--- src/rtl/prog_sequencer.sv ---
// Programmable instruction sequencer: a writable opcode/operand store walked by its own
// program counter, presenting each instruction to the datapath over valid/ready.
module prog_sequencer #(
    parameter int OP_W   = 4,
    parameter int DATA_W = 5,
    parameter int DEPTH  = 16,
    parameter int ADDR_W = 4,
    parameter int DEF_A  = 4,
    parameter int DEF_B  = 2
) (
    input  logic              clk,
    input  logic              rst,
    input  logic              prog_we,
    input  logic [ADDR_W-1:0] prog_addr,
    input  logic [OP_W-1:0]   prog_op,
    input  logic [DATA_W-1:0] prog_data,
    input  logic              start,
    input  logic              abort,
    output logic              instr_valid,
    input  logic              instr_ready,
    output logic [OP_W-1:0]   instr_op,
    output logic [DATA_W-1:0] instr_data,
    output logic [ADDR_W-1:0] pc,
    output logic              busy,
    output logic              done
);

    localparam logic [OP_W-1:0]   OP_CLEARLD = OP_W'(0);
    localparam logic [OP_W-1:0]   OP_ADDLD   = OP_W'(1);
    localparam logic [OP_W-1:0]   OP_ADD     = OP_W'(2);
    localparam logic [OP_W-1:0]   OP_SHTR    = OP_W'(3);
    localparam logic [OP_W-1:0]   OP_DISP    = OP_W'(4);
    localparam logic [OP_W-1:0]   OP_HALT    = {OP_W{1'b1}};
    localparam logic [ADDR_W-1:0] LAST_ADDR  = ADDR_W'(DEPTH - 1);

    typedef enum logic [1:0] {
        S_IDLE,
        S_FETCH,
        S_PRESENT,
        S_DONE
    } state_t;

    state_t              r_state;
    state_t              w_nextState;
    logic [ADDR_W-1:0]   r_pc;
    logic [ADDR_W-1:0]   w_nextPc;
    logic                w_load;
    logic                w_progWrite;
    logic [OP_W-1:0]     r_instrOp;
    logic [DATA_W-1:0]   r_instrData;
    logic [OP_W-1:0]     r_memOp   [DEPTH];
    logic [DATA_W-1:0]   r_memData [DEPTH];
    logic [OP_W-1:0]     w_fetchOp;
    logic [DATA_W-1:0]   w_fetchData;

    assign w_fetchOp   = r_memOp[r_pc];
    assign w_fetchData = r_memData[r_pc];
    assign w_progWrite = prog_we && ((r_state == S_IDLE) || (r_state == S_DONE));

    // Reset restores the built-in demo program; any user program is discarded.
    always_ff @(posedge clk or posedge rst) begin
        if (rst) begin
            for (int i = 0; i < DEPTH; i++) begin
                r_memOp[i]   <= OP_HALT;
                r_memData[i] <= '0;
            end
            r_memOp[0]   <= OP_CLEARLD;
            r_memData[0] <= DATA_W'(DEF_A);
            r_memOp[1]   <= OP_ADDLD;
            r_memData[1] <= DATA_W'(DEF_B);
            r_memOp[2]   <= OP_ADD;
            r_memOp[3]   <= OP_SHTR;
            r_memOp[4]   <= OP_DISP;
        end else if (w_progWrite) begin
            r_memOp[prog_addr]   <= prog_op;
            r_memData[prog_addr] <= prog_data;
        end
    end

    always_ff @(posedge clk or posedge rst) begin
        if (rst) begin
            r_state     <= S_IDLE;
            r_pc        <= '0;
            r_instrOp   <= '0;
            r_instrData <= '0;
        end else begin
            r_state <= w_nextState;
            r_pc    <= w_nextPc;
            if (w_load) begin
                r_instrOp   <= w_fetchOp;
                r_instrData <= w_fetchData;
            end
        end
    end

    // Abort overrides everything, including an accept or start in the same cycle.
    always_comb begin
        w_nextState = r_state;
        w_nextPc    = r_pc;
        w_load      = 1'b0;
        if (abort) begin
            w_nextState = S_IDLE;
            w_nextPc    = '0;
        end else begin
            case (r_state)
                S_IDLE, S_DONE: begin
                    if (start) begin
                        w_nextState = S_FETCH;
                        w_nextPc    = '0;
                    end
                end
                S_FETCH: begin
                    if (w_fetchOp == OP_HALT) begin
                        w_nextState = S_DONE;
                    end else begin
                        w_load      = 1'b1;
                        w_nextState = S_PRESENT;
                    end
                end
                S_PRESENT: begin
                    if (instr_ready) begin
                        if (r_pc == LAST_ADDR) begin
                            w_nextState = S_DONE;
                        end else begin
                            w_nextPc    = r_pc + ADDR_W'(1);
                            w_nextState = S_FETCH;
                        end
                    end
                end
                default: begin
                    w_nextState = S_IDLE;
                end
            endcase
        end
    end

    assign instr_valid = (r_state == S_PRESENT);
    assign instr_op    = r_instrOp;
    assign instr_data  = r_instrData;
    assign pc          = r_pc;
    assign busy        = (r_state == S_FETCH) || (r_state == S_PRESENT);
    assign done        = (r_state == S_DONE);

endmodule

--- config.mk ---
export PLATFORM = sky130hd
export DESIGN_NAME = prog_sequencer
export DESIGN_NICKNAME = d
export VERILOG_FILES = /design/src/rtl/prog_sequencer.sv
export SDC_FILE = /design/constraint.sdc
export NUM_CORES = 1
export LEC_CHECK = 0
export CAP_MARGIN = 10
export CORE_ASPECT_RATIO = 1.2
export CORE_MARGIN = 2
export CORE_UTILIZATION = 55
export CTS_CLUSTER_SIZE = 10
export DETAILED_ROUTE_END_ITERATION = 10
export GPL_ROUTABILITY_DRIVEN = 0
export PLACE_DENSITY_LB_ADDON = 0.08
export SLEW_MARGIN = 20
export SYNTH_ARGS = -nofsm -noshare
export SYNTH_HDL_FRONTEND = slang
export SYNTH_SLANG_ARGS = --single-unit
--- constraint.sdc ---
create_clock -name clk -period 6.64 [get_ports clk]
set_clock_uncertainty 0.15 [all_clocks]
set_input_delay 0.996 -clock clk [delete_from_list [all_inputs] [get_ports clk]]
set_output_delay 0.996 -clock clk [all_outputs]
set_load 0.05 [all_outputs]
==> impl_summary.md, run 1 <==
Run status
The flow ran to the end, and the final reports show no timing, DRC or antenna violations.

Clocking
The count of instances resized after the clock tree is built is 0. Counting the buffers created by CTS gives 17. No sink is reached through more buffers than the 2 on the longest clock path. The number of setup buffers added after CTS is 0. The number of clock sinks seen by CTS is 159.

TritonCTS built the clock tree. In this run, post-CTS hold repair placed 0 buffers. In this run the clock root is driven by a sky130_fd_sc_hd__clkbuf_16. The level count of the clock H-tree is 4. The clock-pin slew reported for the worst setup and hold paths after clock tree synthesis is 70 ps.

The later pin in the worst-skew pair is clocked with a latency of 430 ps.

Yosys
The most used flip-flop cell after synthesis is sky130_fd_sc_hd__dfrtp_1. The sequential cell area fraction in the yosys report is 0.553. The synthesized design contains 0 enable-type register cells. In the synthesized netlist the async set-or-reset flop fraction comes to 1.00. Of the total synthesized cell area, the portion taken by full adders, half adders and majority gates is 0.00685. The basic-gate share of the synthesized area counting and, or, nand and nor cells is 0.0394.

During synthesis, Yosys emitted a total of 0 warnings. The netlist uses 34 different library cells. After synthesis the netlist holds a flip-flop and latch count of 159. Counting instances in the post-synthesis netlist gives the leading cell types as sky130_fd_sc_hd__mux2_2 (150), sky130_fd_sc_hd__dfrtp_1 (108), sky130_fd_sc_hd__dfstp_2 (51). The area share of the largest cell type after synthesis is 0.370. The mean post-synth cell area is roughly 16 sq um. The synthesized design spends more area on one cell type than any other, namely sky130_fd_sc_hd__dfrtp_1.

The mapped netlist covers 7300 sq um. Sorting the synthesized cells by area gives the leading types as sky130_fd_sc_hd__dfrtp_1 (37%), sky130_fd_sc_hd__mux2_2 (23%), sky130_fd_sc_hd__dfstp_2 (18%). The portion of synthesized area spent on multiplexers is 0.359.

Yosys instantiated no cell more often than sky130_fd_sc_hd__mux2_2. The number of nets produced by synthesis is 489. The cell count after synthesis is 466. The dominant combinational cell family by area after synthesis is multiplexers. Of the total synthesized cell area, the portion taken by XOR and XNOR cells is 0. The area fraction in compound gates after synthesis is 0.0212.

Critical path
The kind of cell adding the most delay to the critical path is buffers and inverters. The largest individual stage delay along the critical path comes from the cell sky130_fd_sc_hd__clkdlybuf4s50_1. For this run, the slowest stage of the critical path takes 940 ps. Of all nets on the critical path, the largest fanout is 17. The category of the critical setup timing path is flip-flop to output port. The critical path data required time is 5490 ps. The critical path goes through clkdlybuf4s50_1. The number of buffers and inverters on the critical path is 1. The startpoint kind of the worst setup timing path is a flip-flop. STA classifies the critical path endpoint as an output port. STA puts the critical path data arrival time at 2230 ps.

Route
Across all layers, the routed design uses approximately 4200 vias. In this run the remaining antenna-violating nets after routing total 0. Dividing the detail-routed via count by the number of cells gives 6.13. The remaining routing DRC violations is 0. For this block, the initial DRC count from the detailed router was ~320. Dividing the detail-routed wire length by the instance count gives between 20 and 25 microns.

The first detailed-routing pass took 4 iterations. The aggregate routed wire length is between 15 and 20 mm.

Final layout
The repair_antennas step left the layout with diodes totalling 0. Compared with the post-synthesis result, the final layout area differs by 15.1%. The net count of the finished layout is between 500 and 600. The share of post-route cells with drive strength above 1 is 0.564. The fraction of the core area covered by cells at the end of the flow is 0.641.

GRT
The maximum number of pins on one net before global-route repair is 71. The overall fraction of global-route tracks in use is 0.255. After global routing the overflow that remains totals 0. The first global-routing pass estimated 25.8 mm of wire.

The via count of the first global-routing pass came to 4401. The initial antenna violation count came to 0.

Timing
The clock period could shrink to 3380 ps. The accumulated negative setup slack is 0 ps. The count of final max-slew check failures came to 0. At the pin with the least slew margin, the transition time is 1100 ps. Setup repair after global routing left no endpoint under its margin. The final hold violation count was 0. The worst setup slack after layout is 3260 ps. The post-route clock period utilization is 0.509. In this run the tightest slew margin relative to its limit is 0.263. The total setup violations reported at the end of the flow is 0. The maximum frequency from static timing analysis is a little under 300 MHz.

Power
The internal cell power is 2.30 mW. Of the total power, the clock network draws 0.300. The proportion of power drawn by flip-flops and latches is 0.475. Of the total power, combinational logic draws 0.226. The worst-case IR drop observed on VDD is 0.192 mV. For this design the total switching power over the nets is ~0.86 mW. The net switching fraction of the power is 0.273. The standby leakage power is 3.42 nW. In this run the power density over the cells is 376 nW/um^2.

Placement
The HPWL after detailed placement is 10.3 mm. Prior to clock tree synthesis, the placed netlist has a worst setup slack of 3060 ps. Port buffering added 34 buffers.

Floorplanning
The number of primary I/O pins is 35. After floorplanning, the core was sized to cover 13100 sq um. The floorplan die area is ~14000 sq um. After floorplanning, the core was divided into 46 placement rows. Measured along the x axis, the die boundary spans 109 microns.

The initial utilization of the core area, before any placement, comes to 0.557. In this run the vertical extent of the chip is 130 microns.

Min path
The worst hold path belongs to the class flip-flop to flip-flop.

Run
The number of max-cap violations is 0.
[path summary, 6_finish.rpt]
path                                  start             to  slack, ps  cells past startpoint
worst max-delay path                  pc[3]          pc[3]       3260                      1
worst min-delay path            instr_op[3]    instr_op[3]        340                      1
worst max register to register        pc[0]  instr_data[0]       3290                      7
worst min register to register  instr_op[3]    instr_op[3]        340                      1
max in group asynchronous               rst   r_memData[9]       4340                      3
min in group asynchronous               rst          pc[2]        870                      2
[cell usage in the layout, fill, tap and decap left out, types with 2 or more instances in the layout]
cell type | synthesis | routed
sky130_fd_sc_hd__or4_1 | 2 | 2
sky130_fd_sc_hd__dfrtp_1 | 108 | 107
sky130_fd_sc_hd__clkinvlp_4 | 0 | 5
sky130_fd_sc_hd__nand3_1 | 10 | 10
sky130_fd_sc_hd__clkbuf_16 | 0 | 17
sky130_fd_sc_hd__nand2b_1 | 5 | 5
sky130_fd_sc_hd__ha_1 | 4 | 4
sky130_fd_sc_hd__nand2_1 | 10 | 10
sky130_fd_sc_hd__nand4_1 | 2 | 2
sky130_fd_sc_hd__o21ai_0 | 3 | 3
sky130_fd_sc_hd__nor2_1 | 16 | 14
sky130_fd_sc_hd__nor3_1 | 2 | 2
sky130_fd_sc_hd__mux2_2 | 150 | 150
sky130_fd_sc_hd__and2_4 | 2 | 2
sky130_fd_sc_hd__clkbuf_1 | 16 | 2
sky130_fd_sc_hd__clkdlybuf4s50_1 | 0 | 34
sky130_fd_sc_hd__nor2_2 | 0 | 2
sky130_fd_sc_hd__buf_4 | 3 | 9
sky130_fd_sc_hd__o22a_1 | 4 | 4
sky130_fd_sc_hd__a31oi_1 | 2 | 2
sky130_fd_sc_hd__clkinv_2 | 0 | 2
sky130_fd_sc_hd__inv_6 | 0 | 2
sky130_fd_sc_hd__bufinv_16 | 0 | 2
sky130_fd_sc_hd__clkinv_4 | 0 | 3
sky130_fd_sc_hd__inv_1 | 7 | 6
sky130_fd_sc_hd__a21oi_1 | 6 | 6
sky130_fd_sc_hd__dfstp_2 | 51 | 51
sky130_fd_sc_hd__mux4_2 | 41 | 41
sky130_fd_sc_hd__a22oi_1 | 4 | 4
sky130_fd_sc_hd__nor2b_1 | 2 | 2
[sequential cells by signal, summed over array words and instances (netlist names)]
| signal | flops |
|---|---|
| instr_data | 5 |
| r_state | 2 |
| pc | 4 |
| r_memData | 80 |
| instr_op | 4 |
| r_memOp | 64 |
[layer usage]
| layer | GRT usage | part of all wire | wire length [microns] |
|---|---|---|---|
| met1 | 0.348 | 0.44 | 7140 |
| met2 | 0.422 | 0.51 | 8350 |
| met3 | 0.0460 | 0.036 | 595 |
| met4 | 0.0730 | 0.017 | 284 |
| met5 | 0 | 0 | 0 |
[metrics by stage]
stage                     total power, mW  cell area, sq um  instances  hold WS [ps]
after CTS                            3.19              8410        684           343
final                                3.17              8410        684           343
after global routing                 3.31              8410        684           352
after floorplan                      2.02              7300        466           324
after detailed placement             2.23              7830        652           329
after global placement               2.20              7810        651           333
[power by group through the flow]
stage	Clock [mW]	Sequential, mW	Combinational (mW)
after detailed placement	0	1.52	0.719
after CTS	0.966	1.50	0.722
after global routing	1.01	1.54	0.764
final	0.948	1.50	0.715
after global placement	0	1.50	0.697
after floorplan	0	1.55	0.472
[kinds of logic after synthesis]
kind of cell	count (synthesis)
DFF	159
and+or+nand+nor	56
buffers and inverters	33
AOI/OAI and AO/OA	22
adders and majority gates	4
muxes	192
[area by class of cell]
| class | instances | area [sq um] |
|---|---|---|
| clock inverters | 13 | 143 |
| clock buffers | 19 | 433 |
| repair buffers | 44 | 419 |
| fillers | 973 | 4710 |
| inverters | 7 | 31.3 |
| flip-flops and latches | 159 | 4040 |
| multi-input cells | 274 | 3130 |
| well taps | 168 | 210 |
Note: power is estimated with default switching activity, not from simulation.
==> run 2, diff against run 1 <==
==> constraint.sdc (replaced) <==
create_clock -name clk -period 3.4 [get_ports clk]
set_clock_uncertainty 0.15 [all_clocks]
set_input_delay 0.51 -clock clk [delete_from_list [all_inputs] [get_ports clk]]
set_output_delay 0.51 -clock clk [all_outputs]
set_load 0.05 [all_outputs]
==> impl_summary.md, run 2 (synthesis gave the netlist of run 1 again) <==
Run status
The run finished with clean final reports.

Power
The reported net switching power is 1.67 mW (+94%). The standby leakage power is 3.57 nW (+4.4%). The clock network fraction of design power is 0.315 (+0.015).

The power density over cell area is 738 nW/um^2 (+96%). The logic gate share of total power was 0.220 (-0.006). The proportion of power drawn by flip-flops and latches is 0.465 (-0.010). The internal cell power is 4.69 mW (+100%). The peak supply drop is 0.514 mV (+170%). The net switching fraction of the power is 0.263 (-0.00965).

Clocking
The number of buffers inserted during clock tree synthesis is 17 (unchanged). The count of hold buffers inserted by post-cts repair is 0 (unchanged). The worst-case clock buffer depth is 2 (unchanged).

The clock latency at the later pin of the worst-skew pair is 430 ps (about the same). The TritonCTS clock tree is yes. The CTS root buffer is sky130_fd_sc_hd__clkbuf_16.

The post-CTS setup repair buffer count is 0 (unchanged). The number of clock sinks seen by CTS is 159 (unchanged). The count of instances resized after the clock tree is built is 0 (unchanged). The clock-pin slew reported for the worst setup and hold paths after clock tree synthesis is 60 ps (about the same). The level count of the clock H-tree came to 4 (unchanged).

Route
The aggregate routed wire length is 16.8 mm (+2.8%). The via density per instance is 6.07 (-1.1%). The total via count in the routed design is 4254 (+1.4%). The post-route antenna net violation count came to 0 (unchanged). The remaining routing DRC violations is 0 (unchanged). The total iterations of the first detailed-routing run is 4 (unchanged). The wire length per cell is 24.0 microns (+0.33%).

The initial detailed-routing violation count was 265 (-18%).

Timing
The post-route clock period utilization is 0.834. The total setup violations reported at the end of the flow was 0 (unchanged). The count of final max-slew check failures was 0 (unchanged). The worst slew margin relative to its limit is 0.526 (+0.262). The accumulated negative setup slack came to 0 ps (unchanged). Timing would allow up to 353 MHz. The final hold violation count is 0 (unchanged). The worst-margin pin slew is 711 ps (-390 ps). Setup repair after global routing left no endpoint under its margin. The worst path in the final design needs a cycle of 2840 ps, including I/O delays and setup.

GRT
The via count of the first global-routing pass was 4523 (+2.8%). The overall fraction of global-route tracks in use is 0.264 (+0.00903). The global route total overflow is 0 (unchanged).

The initial antenna violation count was 0 (unchanged). The maximum number of pins on one net before global-route repair was 52 (-27%). The global-route wire length before repair was 26.5 mm (+2.9%).

Floorplanning
The chip width came to 109 microns (unchanged). The die span in y is 130 microns (unchanged). The effective utilization at floorplan came to 0.557 (unchanged).

The area inside the core boundary is 13100 sq um (unchanged). The number of primary I/O pins is 35 (unchanged). The total number of placement rows is 46 (unchanged).

The floorplan die area is 14200 sq um (unchanged).

Run
The number of max-cap violations is 0 (unchanged).

Critical path
STA classifies the critical path startpoint as a flip-flop. The category of the critical setup timing path is flip-flop to flip-flop. The critical path data required time came to 3560 ps (-1930 ps). The arrival time of data at the critical path endpoint was 3000 ps (+770 ps). The critical path capture point type is a flip-flop. The maximum net fanout on the critical path came to 16 (-1).

Final layout
The number of flip-flops under the largest register name is 80 (unchanged). The most flop-heavy register is r_memData. The library cells used most frequently in the layout, excluding fill and tap cells, are sky130_fd_sc_hd__mux2_2 (150), sky130_fd_sc_hd__dfrtp_1 (107), sky130_fd_sc_hd__dfstp_2 (51). The fraction of the core area covered by cells at the end of the flow came to 0.657 (+0.0165). The antenna cell count is 0 (unchanged).

The share of post-route cells with drive strength above 1 is 0.574 (+0.0102). The most frequent standard cell in the layout excluding fill and tap cells is sky130_fd_sc_hd__mux2_2. The final-stage net count came to 543 (+3.2%). The area added between synthesis and finish is 18.1%.

Placement
The port buffer count came to 34 (unchanged). The HPWL after detailed placement was 11.2 mm (+9.1%).

Min path
The path class of the tightest hold or removal check is flip-flop to flip-flop.
run 2: changes by cell type in the layout (fill, tap and decap cells not counted), moves of 3 or more:
cell and change:
sky130_fd_sc_hd__buf_4 +15, sky130_fd_sc_hd__buf_12 +3, sky130_fd_sc_hd__clkbuf_8 +4, sky130_fd_sc_hd__clkinvlp_4 -4, sky130_fd_sc_hd__clkbuf_16 +4
run 2: layer usage:
| layer | vias up | routed length (microns) | GRT usage |
|---|---|---|---|
| met3 | 17 | 639 | 0.0589 |
| met4 | 0 | 269 | 0.0879 |
| met2 | 98 | 8760 | 0.435 |
| li1 | 1847 | - | - |
| met1 | 2292 | 7160 | 0.349 |
| met5 | - | 0 | 0 |
run 2: through the flow:
step	area, sq um	setup WS (ps)	hold WS (ps)	power (mW)	cells
6_report	8630	565	349	6.36	701
5_1_grt	8630	419	364	6.64	701
4_1_cts	8630	545	353	6.41	701
3_5_place_dp	7980	533	339	4.39	669
3_3_place_gp	7980	588	333	4.31	669
2_1_floorplan	7310	703	324	3.94	466
run 2: final timing paths:
path	from	to	slack (ps)	depth (start not counted)
min in group asynchronous	rst	r_state[1]	400	2
setup reg to reg	pc[0]	instr_data[3]	560	7
hold / removal	r_memData[25]	r_memData[25]	350	1
setup / recovery	pc[0]	instr_data[3]	560	7
hold reg to reg	r_memData[25]	r_memData[25]	350	1
max in group asynchronous	rst	r_memData[19]	1790	4
run 2: worst max-delay path, stage by stage (launching register included):
cell and delay [ps]:
sky130_fd_sc_hd__dfrtp_2 670, sky130_fd_sc_hd__buf_4 320, sky130_fd_sc_hd__mux4_2 520, sky130_fd_sc_hd__nand3_1 90
sky130_fd_sc_hd__nand3_1 120, sky130_fd_sc_hd__and2_4 210, sky130_fd_sc_hd__a21oi_4 270, sky130_fd_sc_hd__mux2_2 370
run 2: power by group through the flow:
stage | sequential, mW | clock [mW] | combinational, mW
floorplan | 3.02 | 0 | 0.922
global placement | 2.95 | 0 | 1.36
detailed placement | 2.98 | 0 | 1.40
CTS | 2.96 | 2.04 | 1.42
global route | 3.03 | 2.12 | 1.50
finish | 2.96 | 2.00 | 1.40
run 2: area by class of cell:
class	instances	area, sq um
clock buffer	27	588
clock inverter	5	57.6
fill	932	4500
inverter	7	30.0
multi-input combinational	274	3120
sequential	159	4040
tap	168	210
timing repair buffer	61	581
==> run 3, diff against run 2 <==
==> constraint.sdc (replaced) <==
create_clock -name clk -period 2.7 [get_ports clk]
set_clock_uncertainty 0.15 [all_clocks]
set_input_delay 0.405 -clock clk [delete_from_list [all_inputs] [get_ports clk]]
set_output_delay 0.405 -clock clk [all_outputs]
set_load 0.05 [all_outputs]
==> impl_summary.md, run 3 (synthesis gave the netlist of run 1 again) <==
Floorplanning
The effective utilization at floorplan came to 0.557 (unchanged). The number of primary I/O pins came to 35 (unchanged). The die span in y is 130 microns (unchanged). The chip width is 109 microns (unchanged). The area inside the core boundary is 13100 sq um (unchanged). The total number of placement rows is 46 (unchanged). The floorplan die area is 14200 sq um (unchanged).

Route
The total iterations of the first detailed-routing run is 4 (unchanged). The initial detailed-routing violation count is 233 (-12%). The post-route antenna net violation count is 0 (unchanged). The remaining routing DRC violations is 0 (unchanged).

The via density per instance is 5.98 (-1.5%). The total via count in the routed design came to 4263 (+0.21%). The aggregate routed wire length is 16.7 mm (-0.97%). The wire length per cell was 23.4 microns (-2.6%).

Run status
The flow ran to the end, and the final reports show no timing, DRC or antenna violations.

Timing
The final hold violation count is 0 (unchanged). The worst hold slack is 261 ps (-88.2 ps). The maximum frequency from static timing analysis is 389 MHz (+10%). The final critical path time including I/O delays and setup is 2570 ps (-266 ps). The count of final max-slew check failures was 0 (unchanged). Setup repair after global routing left no endpoint under its margin. The total setup violations reported at the end of the flow was 0 (unchanged). The worst slew margin relative to its limit is 0.605 (+0.0792). The accumulated negative setup slack is 0 ps (unchanged). The worst-margin pin slew is 593 ps (-119 ps). The post-route clock period utilization is 0.951 (+0.118).

GRT
The global-route wire length before repair is 26.4 mm (-0.39%). The maximum number of pins on one net before global-route repair is 104 (+100%). The overall fraction of global-route tracks in use came to 0.261 (-0.00252). The via count of the first global-routing pass is 4564 (+0.91%).

The initial antenna violation count is 0 (unchanged). The global route total overflow was 0 (unchanged).

Critical path
In this run the critical register-to-register path is captured at instr_data[0]. The maximum cell stage delay along the critical path came to 500 ps (-170 ps). The worst setup path is captured at a flip-flop. The arrival time of data at the critical path endpoint is 2730 ps (-270 ps). The cell at the slowest stage of the critical path is sky130_fd_sc_hd__mux4_2. Traced cell by cell, the critical path runs through buf_12 -> mux4_2 -> a22oi_1 -> nand3_1 -> and2_4 -> a21oi_4 -> mux2_2. The startpoint kind of the worst setup timing path is a flip-flop. The setup slack of the worst register-to-register path was 130 ps (-430 ps). The maximum net fanout on the critical path is 12 (-4). The reg-to-reg startpoint is pc[2]. The kind of cell adding the most delay to the critical path is multiplexers. The category of the critical setup timing path is flip-flop to flip-flop.

The critical path data required time is 2860 ps (-700 ps). The cell depth of the worst flop-to-flop path was 7 (unchanged). The number of cells on the critical path was 7 (unchanged). The number of buffers and inverters on the critical path is 1 (unchanged).

Placement
The HPWL after detailed placement came to 11.0 mm (-1.9%). The port buffer count is 34 (unchanged). The number of instances in the placed design is 676 (+1.0%). The placed instance area came to 8080 sq um (+1.2%).

Final layout
The top cell types in the final layout, fill and taps aside, are sky130_fd_sc_hd__mux2_2 (150), sky130_fd_sc_hd__dfrtp_1 (107), sky130_fd_sc_hd__dfstp_2 (51). The number of inserted filler cells in the final layout is 936 (+0.43%). The number of standard cells in the layout, taps in and fillers out is 713 (+1.7%). The summed area of non-filler cells in the final layout is 8700 sq um (+0.83%).

The most flop-heavy register is r_memData. The final-stage net count is 555 (+2.2%). The number of flip-flops under the largest register name was 80 (unchanged).

The most frequent standard cell in the layout excluding fill and tap cells is sky130_fd_sc_hd__mux2_2. The sequential standard cell area is 4040 sq um (unchanged). Relative to the synthesized area, the layout overhead comes to 19.1%. The area occupied by multi-input gates is 3120 sq um (unchanged). The antenna cell count is 0 (unchanged). The share of post-route cells with drive strength above 1 is 0.580 (+0.00571).

Power
The logic gate share of total power is 0.227 (+0.007). The power density over cell area is 897 nW/um^2 (+22%). The standby leakage power is 3.61 nW (+1.1%). The post-route total power is 7.80 mW (+23%). The reported net switching power was 2.05 mW (+23%).

The clock network fraction of design power is 0.298 (-0.017). The proportion of power drawn by flip-flops and latches is 0.475 (+0.010). The peak supply drop came to 0.521 mV (+1.2%). The internal cell power is 5.75 mW (+23%). The net switching fraction of the power is 0.263 (about the same).

Clocking
The count of hold buffers inserted by post-cts repair was 0 (unchanged). The CTS root buffer is sky130_fd_sc_hd__clkbuf_16. The clock latency at the later pin of the worst-skew pair is 430 ps (about the same). The worst-case clock buffer depth came to 2 (unchanged). The level count of the clock H-tree is 4 (unchanged). The number of clock sinks seen by CTS came to 159 (unchanged). The clock-pin slew reported for the worst setup and hold paths after clock tree synthesis is 60 ps (about the same).

TritonCTS built the clock tree. The number of buffers inserted during clock tree synthesis came to 17 (unchanged).

Min path
The path class of the lowest-slack min-delay path is input port to asynchronous set/reset pin.

Run
The number of max-cap violations came to 0 (unchanged).
[run 3: cell types whose count changed in the layout (fill, tap and decap cells not counted), moves of 2 or more]
cell	previous run	this run
sky130_fd_sc_hd__clkbuf_1	2	6
sky130_fd_sc_hd__dlygate4sd2_1	0	2
sky130_fd_sc_hd__clkbuf_16	21	17
sky130_fd_sc_hd__buf_4	24	33
sky130_fd_sc_hd__buf_12	3	8
sky130_fd_sc_hd__clkdlybuf4s50_1	34	30
[run 3: cell type report]
cell class                 count  share of cell area
timing repair buffer          73              0.0834
clock inverter                 6             0.00950
sequential                   159               0.465
tap                          168              0.0242
multi-input combinational    274               0.358
inverter                       7             0.00345
clock buffer                  26              0.0563
[run 3: power groups by stage]
stage          Sequential [mW]  Clock, mW  Combinational (mW)
6_report                  3.70       2.33                1.77
5_1_grt                   3.79       2.47                1.91
4_1_cts                   3.70       2.37                1.78
3_5_place_dp              3.73          0                1.78
3_3_place_gp              3.71          0                1.72
2_1_floorplan             3.80          0                1.16
[run 3: timing repair]
action | 4_1_cts | 5_1_grt
pin swaps | 0 | 2
endpoints found under the setup margin | 2 | 5
resized for setup | 2 | 0
buffers inserted | 0 | 5
gates cloned | 0 | 0
[run 3: metrics by stage]
step / setup slack [ps] / util
after global placement: 149 / 0.616
after floorplan: 3.45 / -
after global routing: 0.0191 / 0.663
after CTS: 114 / 0.659
final: 131 / 0.663
after detailed placement: 122 / 0.616
[run 3: how the worst max path moves through the flow]
stage	start	end	slack [ps]
after floorplan	pc[0]	instr_data[0]	3
after detailed placement	pc[0]	instr_data[2]	120
after CTS	pc[0]	instr_data[0]	110
after global routing	pc[2]	instr_data[4]	0.02
final	pc[2]	instr_data[0]	130
after global placement	pc[0]	instr_data[4]	150
[run 3: layer usage]
layer / part of all wire / GRT usage
met5: 0 / 0
met4: 0.023 / 0.101
met3: 0.037 / 0.0490
met2: 0.50 / 0.421
met1: 0.44 / 0.354
[run 3: tightest hold or removal path, stage by stage]
cell and delay [ps]:
sky130_fd_sc_hd__clkdlybuf4s50_1 440, sky130_fd_sc_hd__clkinvlp_4 120, sky130_fd_sc_hd__buf_12 260
